### src/rtl/ddr2_mgr_pkg.sv
// Shared definitions for the DDR2 manager clients: bus widths, the write-client
// state encoding and the word-to-column address helper.
package ddr2_mgr_pkg;

  localparam int MEM_ADDR_W = 25;
  localparam int MEM_DATA_W = 32;
  localparam int XFR_LEN_W  = 10;

  typedef enum logic [1:0] {
    IDLE = 2'd0,
    REQ  = 2'd1,
    XFER = 2'd2,
    NEXT = 2'd3
  } wr_state_t;

  // One 32-bit word spans two 16-bit memory columns.
  function automatic logic [MEM_ADDR_W-1:0] words_to_cols(input logic [XFR_LEN_W-1:0] words);
    return {{(MEM_ADDR_W-XFR_LEN_W-1){1'b0}}, words, 1'b0};
  endfunction

endpackage

### src/rtl/pix_wr_buf_chk.sv
// Protocol checks for the pixel write buffer: no pull against an empty FIFO
// during a burst, and no grant unless a request is outstanding.
module pix_wr_buf_chk (
  input logic clk,
  input logic rst_n,
  input logic pop_req,
  input logic fifo_empty,
  input logic grant,
  input logic in_req
);

  a_pop_nonempty: assert property (@(posedge clk) disable iff (!rst_n) !(pop_req && fifo_empty))
    else $error("pix_wr_buf: data pull while FIFO empty");

  a_grant_in_req: assert property (@(posedge clk) disable iff (!rst_n) !(grant && !in_req))
    else $error("pix_wr_buf: grant received without pending request");

endmodule

### src/rtl/pix_wr_fifo.sv
// Synchronous first-word-fall-through FIFO. dout shows the head word and reads
// as zero while empty. Push and pop may coincide at any fill level; clr empties
// the FIFO and takes priority over both.
module pix_wr_fifo #(
  parameter  int DEPTH = 64,
  parameter  int W     = 32,
  localparam int AW    = $clog2(DEPTH),
  localparam int CW    = AW + 1
) (
  input  logic          clk,
  input  logic          rst_n,
  input  logic          clr,
  input  logic          push,
  input  logic          pop,
  input  logic [W-1:0]  din,
  output logic [W-1:0]  dout,
  output logic [CW-1:0] count,
  output logic          full,
  output logic          empty
);

  logic [W-1:0]  mem [DEPTH];
  logic [AW-1:0] rd_ptr;
  logic [AW-1:0] wr_ptr;
  logic          do_push;
  logic          do_pop;

  assign full    = (count == CW'(DEPTH));
  assign empty   = (count == {CW{1'b0}});
  assign do_pop  = pop & ~empty;
  assign do_push = push & (~full | do_pop);
  assign dout    = empty ? {W{1'b0}} : mem[rd_ptr];

  // Storage array; no reset needed because empty masks stale contents.
  always_ff @(posedge clk) begin
    if (do_push && !clr) begin
      mem[wr_ptr] <= din;
    end
  end

  // Pointer and occupancy bookkeeping.
  always_ff @(posedge clk or negedge rst_n) begin
    if (!rst_n) begin
      rd_ptr <= {AW{1'b0}};
      wr_ptr <= {AW{1'b0}};
      count  <= {CW{1'b0}};
    end else if (clr) begin
      rd_ptr <= {AW{1'b0}};
      wr_ptr <= {AW{1'b0}};
      count  <= {CW{1'b0}};
    end else begin
      if (do_push) wr_ptr <= wr_ptr + AW'(1);
      if (do_pop)  rd_ptr <= rd_ptr + AW'(1);
      case ({do_push, do_pop})
        2'b10:   count <= count + CW'(1);
        2'b01:   count <= count - CW'(1);
        default: count <= count;
      endcase
    end
  end

endmodule

### src/rtl/pix_wr_buf.sv
// Pixel write buffer: packs 8-bit pixels little-endian into 32-bit words, queues
// them in a FWFT FIFO and writes them to the DDR2 frame area in fixed bursts,
// wrapping back to BASE_ADDR at the end of each frame.
// Optional feature macro PIX_WR_FLUSH_EN adds a flush port that pushes out a
// short final burst (partial packer word zero-padded).
module pix_wr_buf
  import ddr2_mgr_pkg::*;
#(
  parameter int                    XFR_LEN     = 16,
  parameter int                    FIFO_DEPTH  = 64,
  parameter logic [MEM_ADDR_W-1:0] BASE_ADDR   = 25'h0,
  parameter int                    FRAME_WORDS = 153600
) (
  input  logic                  mem_clk0,
  input  logic                  mem_rst_n,
  input  logic                  frame_start,
  input  logic                  pix_valid,
  input  logic [7:0]            pix_data,
  output logic                  pix_ready,
  output logic                  wr_mem_req,
  output logic [MEM_ADDR_W-1:0] wr_mem_addr,
  output logic [XFR_LEN_W-1:0]  wr_xfr_len,
  input  logic                  wr_mem_grant,
  input  logic                  wr_data_pull,
  output logic [MEM_DATA_W-1:0] wr_data,
  output logic                  frame_done
`ifdef PIX_WR_FLUSH_EN
  ,
  input  logic                  flush
`endif
);

  localparam int                  CW            = $clog2(FIFO_DEPTH) + 1;
  localparam logic [CW-1:0]       XFR_LEN_C     = CW'(XFR_LEN);
  localparam logic [XFR_LEN_W-1:0] XFR_LEN_L    = XFR_LEN_W'(XFR_LEN);
  localparam logic [31:0]         FRAME_WORDS_C = 32'(FRAME_WORDS);

  wr_state_t              state;
  logic                   ready_en;
  logic [1:0]             pk_cnt;
  logic [31:0]            pk_word;
  logic [XFR_LEN_W-1:0]   xfer_cnt;
  logic [31:0]            words_written;
  logic [31:0]            ww_next;
  logic                   start_pend;
  logic                   flush_pend;
  logic                   flush_active;
  logic [CW-1:0]          fifo_count;
  logic                   fifo_full;
  logic                   fifo_empty;
  logic                   pix_acc;
  logic                   start_now;
  logic                   pad_now;
  logic                   frame_wrap;
  logic                   fifo_push;
  logic                   fifo_pop;
  logic [MEM_DATA_W-1:0]  fifo_din;

`ifdef PIX_WR_FLUSH_EN
  assign flush_active = flush | flush_pend;
`else
  assign flush_active = 1'b0;
`endif

  // Datapath steering: frame restart timing, flush padding, FIFO push/pop.
  always_comb begin
    start_now = 1'b0;
    pad_now   = 1'b0;
    fifo_push = 1'b0;
    fifo_din  = pk_word;
    if (state == IDLE || state == REQ) begin
      start_now = frame_start;
    end else if (state == NEXT) begin
      start_now = frame_start | start_pend;
    end else begin
      start_now = 1'b0;
    end
    if (state == IDLE && flush_active && pk_cnt != 2'd0 && !start_now) begin
      pad_now = 1'b1;
    end else begin
      pad_now = 1'b0;
    end
    pix_ready = ready_en & ~fifo_full & ~pad_now;
    pix_acc   = pix_valid & pix_ready;
    if (pad_now) begin
      fifo_push = 1'b1;
      fifo_din  = pk_word;
    end else if (pix_acc && pk_cnt == 2'd3) begin
      fifo_push = 1'b1;
      fifo_din  = {pix_data, pk_word[23:0]};
    end else begin
      fifo_push = 1'b0;
      fifo_din  = pk_word;
    end
    fifo_pop   = (state == XFER) & wr_data_pull & ~fifo_empty;
    ww_next    = words_written + 32'(wr_xfr_len);
    frame_wrap = (ww_next >= FRAME_WORDS_C);
  end

  // Byte packer; unused upper bytes stay zero so a flushed word is padded.
  always_ff @(posedge mem_clk0 or negedge mem_rst_n) begin
    if (!mem_rst_n) begin
      ready_en <= 1'b0;
      pk_cnt   <= 2'd0;
      pk_word  <= 32'd0;
    end else begin
      ready_en <= 1'b1;
      if (start_now || pad_now) begin
        pk_cnt  <= 2'd0;
        pk_word <= 32'd0;
      end else if (pix_acc) begin
        if (pk_cnt == 2'd3) begin
          pk_cnt  <= 2'd0;
          pk_word <= 32'd0;
        end else begin
          pk_word[{pk_cnt, 3'b000} +: 8] <= pix_data;
          pk_cnt                         <= pk_cnt + 2'd1;
        end
      end
    end
  end

  // Burst sequencer: request, transfer, then address/frame bookkeeping.
  always_ff @(posedge mem_clk0 or negedge mem_rst_n) begin
    if (!mem_rst_n) begin
      state         <= IDLE;
      wr_mem_req    <= 1'b0;
      wr_mem_addr   <= BASE_ADDR;
      wr_xfr_len    <= XFR_LEN_L;
      frame_done    <= 1'b0;
      xfer_cnt      <= {XFR_LEN_W{1'b0}};
      words_written <= 32'd0;
      start_pend    <= 1'b0;
      flush_pend    <= 1'b0;
    end else begin
      frame_done <= 1'b0;
      if (state == NEXT) start_pend <= 1'b0;
      else if (state == XFER && frame_start) start_pend <= 1'b1;
      if (start_now) flush_pend <= 1'b0;
      else if (state == IDLE && flush_active && !pad_now) flush_pend <= 1'b0;
      else if (flush_active) flush_pend <= 1'b1;
      case (state)
        IDLE: begin
          if (start_now) begin
            wr_mem_addr   <= BASE_ADDR;
            words_written <= 32'd0;
          end else if (fifo_count >= XFR_LEN_C) begin
            state      <= REQ;
            wr_mem_req <= 1'b1;
            wr_xfr_len <= XFR_LEN_L;
          end else if (flush_active && !pad_now && fifo_count != {CW{1'b0}}) begin
            state      <= REQ;
            wr_mem_req <= 1'b1;
            wr_xfr_len <= XFR_LEN_W'(fifo_count);
          end else begin
            state <= IDLE;
          end
        end
        REQ: begin
          if (start_now) begin
            state         <= IDLE;
            wr_mem_req    <= 1'b0;
            wr_mem_addr   <= BASE_ADDR;
            words_written <= 32'd0;
          end else if (wr_mem_grant) begin
            state      <= XFER;
            wr_mem_req <= 1'b0;
            xfer_cnt   <= {XFR_LEN_W{1'b0}};
          end
        end
        XFER: begin
          if (fifo_pop) begin
            if (xfer_cnt == wr_xfr_len - XFR_LEN_W'(1)) state <= NEXT;
            else xfer_cnt <= xfer_cnt + XFR_LEN_W'(1);
          end
        end
        NEXT: begin
          state      <= IDLE;
          frame_done <= frame_wrap;
          if (start_now || frame_wrap) begin
            wr_mem_addr   <= BASE_ADDR;
            words_written <= 32'd0;
          end else begin
            wr_mem_addr   <= wr_mem_addr + words_to_cols(wr_xfr_len);
            words_written <= ww_next;
          end
        end
        default: begin
          state      <= IDLE;
          wr_mem_req <= 1'b0;
        end
      endcase
    end
  end

  pix_wr_fifo #(
    .DEPTH (FIFO_DEPTH),
    .W     (MEM_DATA_W)
  ) u_fifo (
    .clk   (mem_clk0),
    .rst_n (mem_rst_n),
    .clr   (start_now),
    .push  (fifo_push),
    .pop   (fifo_pop),
    .din   (fifo_din),
    .dout  (wr_data),
    .count (fifo_count),
    .full  (fifo_full),
    .empty (fifo_empty)
  );

  pix_wr_buf_chk u_chk (
    .clk        (mem_clk0),
    .rst_n      (mem_rst_n),
    .pop_req    ((state == XFER) && wr_data_pull),
    .fifo_empty (fifo_empty),
    .grant      (wr_mem_grant),
    .in_req     (state == REQ)
  );

endmodule
### config.mk
export PLATFORM = sky130hd
export DESIGN_NAME = pix_wr_buf
export DESIGN_NICKNAME = d
export VERILOG_FILES = /design/src/rtl/ddr2_mgr_pkg.sv /design/src/rtl/pix_wr_buf_chk.sv /design/src/rtl/pix_wr_fifo.sv /design/src/rtl/pix_wr_buf.sv
export SDC_FILE = /design/constraint.sdc
export NUM_CORES = 2
export LEC_CHECK = 0
export ABC_AREA = 1
export CAP_MARGIN = 20
export CELL_PAD_IN_SITES_DETAIL_PLACEMENT = 1
export CELL_PAD_IN_SITES_GLOBAL_PLACEMENT = 2
export CORE_UTILIZATION = 40
export CTS_BUF_LIST = sky130_fd_sc_hd__clkbuf_2 sky130_fd_sc_hd__clkbuf_4 sky130_fd_sc_hd__clkbuf_8
export CTS_CLUSTER_SIZE = 30
export DETAILED_ROUTE_END_ITERATION = 7
export GPL_ROUTABILITY_DRIVEN = 1
export PLACE_DENSITY_LB_ADDON = 0.05
export SETUP_SLACK_MARGIN = 0.02
export SYNTH_ARGS = -nofsm -noshare
export SYNTH_HDL_FRONTEND = slang
export SYNTH_SLANG_ARGS = --single-unit
### constraint.sdc
create_clock -name mem_clk0 -period 8.2 [get_ports mem_clk0]
set_clock_uncertainty 0.2 [all_clocks]
set_input_delay 0.82 -clock mem_clk0 [delete_from_list [all_inputs] [get_ports mem_clk0]]
set_output_delay 0.82 -clock mem_clk0 [all_outputs]
set_load 0.01 [all_outputs]
==> impl_results.html <==
<table>
<tr><th>Metric</th><th>Value</th></tr>
<tr><th colspan="2">Setup path</th></tr>
<tr><td>Crit end category</td><td>output pin</td></tr>
<tr><td>Required time of the critical path</td><td>~7.2 ns</td></tr>
<tr><td>WS Path Type</td><td>reg -&gt; out</td></tr>
<tr><td>Launching element type of the critical path</td><td>register</td></tr>
<tr><td>Critical Path AT</td><td>5.44 ns</td></tr>
<tr><td>Worst R2R Setup Slack</td><td>about 3.1 ns</td></tr>
<tr><td>Highest net fanout along the worst path</td><td>90</td></tr>
<tr><th colspan="2">Hold path</th></tr>
<tr><td>Class of the tightest hold or removal check</td><td>in -&gt; reg</td></tr>
<tr><th colspan="2">Synthesis</th></tr>
<tr><td>Count of mapped cells out of synthesis</td><td>6936</td></tr>
<tr><td>Portion of the post-synthesis area used by sequential elements</td><td>0.740</td></tr>
<tr><td>Mean instance size in the synthesized netlist</td><td>12.6 µm²</td></tr>
<tr><td>Synthesis warning total</td><td>0</td></tr>
<tr><td>Count of cell types in the netlist</td><td>44</td></tr>
<tr><td>Post-synth EDFFs</td><td>just over 2000</td></tr>
<tr><td>Post-synth top flop</td><td>sky130_fd_sc_hd__edfxtp_1</td></tr>
<tr><td>Combined area of all synthesized cells</td><td>87100 µm²</td></tr>
<tr><td>Post-synthesis register bit count</td><td>2165</td></tr>
<tr><td>Proportion of register bits with asynchronous set or reset after synthesis</td><td>0.0540</td></tr>
<tr><th colspan="2">Power</th></tr>
<tr><td>Leakage power summed over all cells</td><td>32.9 nW</td></tr>
<tr><td>Tot Pwr</td><td>between 30 and 40 mW</td></tr>
<tr><td>Worst voltage drop across the vdd grid</td><td>slightly above 300 µV</td></tr>
<tr><td>PD cells</td><td>359 nW/µm²</td></tr>
<tr><th colspan="2">Global route</th></tr>
<tr><td>Via count of the first global-routing pass</td><td>roughly 60000</td></tr>
<tr><td>Maximum number of pins on one net before global-route repair</td><td>179</td></tr>
<tr><td>Wire length of the first global-routing pass</td><td>~400 mm</td></tr>
<tr><td>GR Overflow Total</td><td>0</td></tr>
<tr><td>Global-route usage over all layers</td><td>0.257</td></tr>
<tr><td>Antenna violations before repair</td><td>9</td></tr>
<tr><th colspan="2">Timing</th></tr>
<tr><td>Number of hold violations in the final report</td><td>0</td></tr>
<tr><td>Max Slew Vio Count</td><td>0</td></tr>
<tr><td>Worst hold slack</td><td>0.249 ns</td></tr>
<tr><td>Final Critical Period</td><td>6.46 ns</td></tr>
<tr><td>Setup-failing EPs final</td><td>0</td></tr>
<tr><td>Share of the clock period used by the worst path after layout</td><td>0.787</td></tr>
<tr><td>Slew Limit Headroom</td><td>0.232</td></tr>
<tr><td>Unrepaired setup endpoints after global routing</td><td>no</td></tr>
<tr><td>Measured slew at the worst slew-check pin</td><td>1.15 ns</td></tr>
<tr><td>Max frequency</td><td>155 MHz</td></tr>
<tr><td>Final total negative setup slack</td><td>0 ns</td></tr>
<tr><th colspan="2">Place</th></tr>
<tr><td>Buffers added on ports</td><td>slightly below 70</td></tr>
<tr><td>Final weighted congestion in routability-driven placement</td><td>0.766</td></tr>
<tr><td>Placed wire-length estimate</td><td>151 mm</td></tr>
<tr><th colspan="2">Die</th></tr>
<tr><td>Die span in x</td><td>469 µm</td></tr>
<tr><td>Y dimension of the die</td><td>between 400 and 500 µm</td></tr>
<tr><td>Core footprint</td><td>215000 µm²</td></tr>
<tr><td>Floorplan die area</td><td>220000 µm²</td></tr>
<tr><td>Effective utilization at floorplan</td><td>0.404</td></tr>
<tr><td>I/O pin count</td><td>84</td></tr>
<tr><td>Count of standard-cell rows</td><td>170</td></tr>
<tr><th colspan="2">Clock network</th></tr>
<tr><td>Resize count post-CTS</td><td>0</td></tr>
<tr><td>CTS tree</td><td>yes</td></tr>
<tr><td>Buffers from clock root to sink, at most</td><td>4</td></tr>
<tr><td>Number of buffers created by CTS</td><td>~400</td></tr>
<tr><td>Clock root buffer master</td><td>sky130_fd_sc_hd__clkbuf_8</td></tr>
<tr><td>Clock transition at the register clock pins on the worst setup and hold paths after CTS</td><td>approximately 0.07 ns</td></tr>
<tr><td>Clock insertion delay at the later pin of the skew report</td><td>~1.1 ns</td></tr>
<tr><td>Htree depth</td><td>5</td></tr>
<tr><td>CTS sink cnt</td><td>2165</td></tr>
<tr><th colspan="2">Final layout</th></tr>
<tr><td>Layout-stage area growth over the synthesis result</td><td>13.4%</td></tr>
<tr><td>Share of final-layout standard cells stronger than drive strength 1</td><td>0.119</td></tr>
<tr><td>Count of nets after finishing</td><td>7123</td></tr>
<tr><td>Layout fillers</td><td>22100</td></tr>
<tr><th colspan="2">Route</th></tr>
<tr><td>Total wire length</td><td>approximately 280 mm</td></tr>
<tr><td>Remaining antenna violation count</td><td>0</td></tr>
<tr><td>Initial detailed-routing violation count</td><td>~5000</td></tr>
<tr><td>Average detailed-routed wire length per instance</td><td>between 20 and 30 µm</td></tr>
<tr><td>Routed via count</td><td>57900</td></tr>
<tr><td>Number of iterations in the first detailed-routing pass</td><td>5</td></tr>
<tr><td>Per-cell via count in the routed design</td><td>5.66</td></tr>
<tr><td>Drc violations</td><td>0</td></tr>
<tr><th colspan="2">Status</th></tr>
<tr><td>Outcome</td><td>complete, no violations</td></tr>
<tr><th colspan="2">Run</th></tr>
<tr><td>Max-capacitance violation count</td><td>0</td></tr>
</table>
-- state kept, by name (all words and copies together), names as in the netlist, 2 cells and up --
name and flops:
u_fifo.mem 2048, pk_word 32, words_written 28, wr_mem_addr 20
xfer_cnt 10, u_fifo.count 7, u_fifo.rd_ptr 6, u_fifo.wr_ptr 6
pk_cnt 2, state 2
-- stage by stage --
step           setup slack, ns  instances   util  instance area, µm²
6_report                  1.74      10200  0.458               98700
5_1_grt                   1.29      10200  0.458               98700
4_1_cts                   1.55      10200  0.458               98700
3_5_place_dp              2.36       9535  0.424               91300
3_3_place_gp              2.48       9531  0.423               91200
2_1_floorplan             2.89       6950      -               87100
-- report_power, final --
part           internal, mW  switching (mW)  leakage, nW
clock network          5.34            4.45         3.90
logic                  3.17            8.91         8.12
registers              13.1           0.433         20.9
-- cells in the final DEF, fill, tap and decap left out, types with 4 or more instances in the layout --
master	netlist	final
sky130_fd_sc_hd__edfxtp_1	2048	2048
sky130_fd_sc_hd__nor2_1	1387	1327
sky130_fd_sc_hd__o21ai_0	1047	1039
sky130_fd_sc_hd__nand2_1	488	488
sky130_fd_sc_hd__clkbuf_8	0	411
sky130_fd_sc_hd__nand3_1	309	309
sky130_fd_sc_hd__o22ai_1	291	291
sky130_fd_sc_hd__o211ai_1	231	231
sky130_fd_sc_hd__a21oi_1	177	177
sky130_fd_sc_hd__buf_4	66	133
sky130_fd_sc_hd__clkbuf_4	0	131
sky130_fd_sc_hd__inv_1	119	113
sky130_fd_sc_hd__clkinv_1	4	103
sky130_fd_sc_hd__dfrtp_1	117	88
sky130_fd_sc_hd__clkdlybuf4s50_1	0	67
sky130_fd_sc_hd__nor2_4	6	66
sky130_fd_sc_hd__nand4_1	64	64
sky130_fd_sc_hd__o21ai_1	42	42
sky130_fd_sc_hd__clkinv_2	0	28
sky130_fd_sc_hd__buf_12	0	26
sky130_fd_sc_hd__o221ai_1	25	25
sky130_fd_sc_hd__nor3_1	24	21
sky130_fd_sc_hd__dfrtp_2	0	21
sky130_fd_sc_hd__xor2_1	17	17
sky130_fd_sc_hd__conb_1	2	16
sky130_fd_sc_hd__ha_1	14	14
sky130_fd_sc_hd__o21ai_4	0	9
sky130_fd_sc_hd__dfrtp_4	0	8
sky130_fd_sc_hd__xnor2_1	7	7
sky130_fd_sc_hd__nor2_2	6	6
sky130_fd_sc_hd__clkinvlp_4	0	6
sky130_fd_sc_hd__bufinv_16	0	5
sky130_fd_sc_hd__inv_6	0	4
sky130_fd_sc_hd__or2_2	4	4
sky130_fd_sc_hd__nor3_2	2	4
-- what timing repair did --
item                      4_1_cts  5_1_grt
hold buffers                    3        0
hold endpoints to repair       52        0
buffers inserted                0        0
-- area by class of cell --
class	count	area, µm²	area share
sequential	2165	64500	0.653
multi-input combinational	4179	20600	0.208
clock buffer	542	6640	0.0673
tap	2838	3550	0.0360
timing repair buffer	231	2260	0.0229
clock inverter	140	727	0.00736
inverter	126	505	0.00512
antenna	3	7.51	0.0000760
-- Yosys cell counts (all sizes together), types with 2 or more instances --
library cell / instances / area share
edfxtp: 2048 / 0.71
nor2: 1399 / 0.061
o21ai: 1092 / 0.063
nand2: 491 / 0.021
nand3: 309 / 0.018
clkbuf: 291 / 0.013
o22ai: 291 / 0.021
o211ai: 231 / 0.020
buf: 189 / 0.013
a21oi: 177 / 0.010
inv: 122 / 0.0053
dfrtp: 117 / 0.034
nand4: 64 / 0.0046
nor3: 26 / 0.0016
o221ai: 25 / 0.0025
xor2: 17 / 0.0017
ha: 14 / 0.0020
xnor2: 7 / 0.00070
nor4: 5 / 0.00036
clkinv: 4 / 0.00017
or2: 4 / 0.00029
conb: 2 / 0.000086
-- worst paths after layout --
check                                       from                end  depth (start not counted)
min in group asynchronous              mem_rst_n   words_written[5]                          3
max in group asynchronous              mem_rst_n         pk_word[1]                          4
worst max-delay path            u_fifo.rd_ptr[1]         wr_data[1]                         12
worst max register to register          state[0]  u_fifo.mem[30][1]                          9
worst min-delay path                 pix_data[6]         pk_word[6]                          3
worst min register to register        pk_word[4]         pk_word[4]                          2
-- worst max-delay path, cell delays in order (launching register included) --
cell	delay, ns
sky130_fd_sc_hd__dfrtp_4	0.68
sky130_fd_sc_hd__inv_8	0.62
sky130_fd_sc_hd__buf_4	0.56
sky130_fd_sc_hd__buf_4	0.45
sky130_fd_sc_hd__o21ai_0	0.16
sky130_fd_sc_hd__o22ai_1	0.14
sky130_fd_sc_hd__nand2_1	0.07
sky130_fd_sc_hd__nand2_1	0.08
sky130_fd_sc_hd__a21oi_1	0.06
sky130_fd_sc_hd__nand2_1	0.08
sky130_fd_sc_hd__nand3_1	0.06
sky130_fd_sc_hd__a21oi_1	0.59
sky130_fd_sc_hd__clkdlybuf4s50_1	0.67
-- logic make-up after synthesis --
kind of cell               synth area share
DFF                                   0.740
other                             0.0000863
adders and majority gates           0.00224
xor gates and xnor gates            0.00241
buffers and inverters                0.0310
AOI/OAI and AO/OA                     0.117
and+or+nand+nor                       0.107
-- routing by layer --
metal / global-route usage / up-vias / wire length, µm
li1: - / 25800 / -
met1: 0.355 / 30100 / 128000
met2: 0.413 / 1513 / 134000
met3: 0.0419 / 394 / 14800
met4: 0.0857 / 4 / 8390
met5: 0 / - / 26
Note: power is estimated with default switching activity, not from simulation.
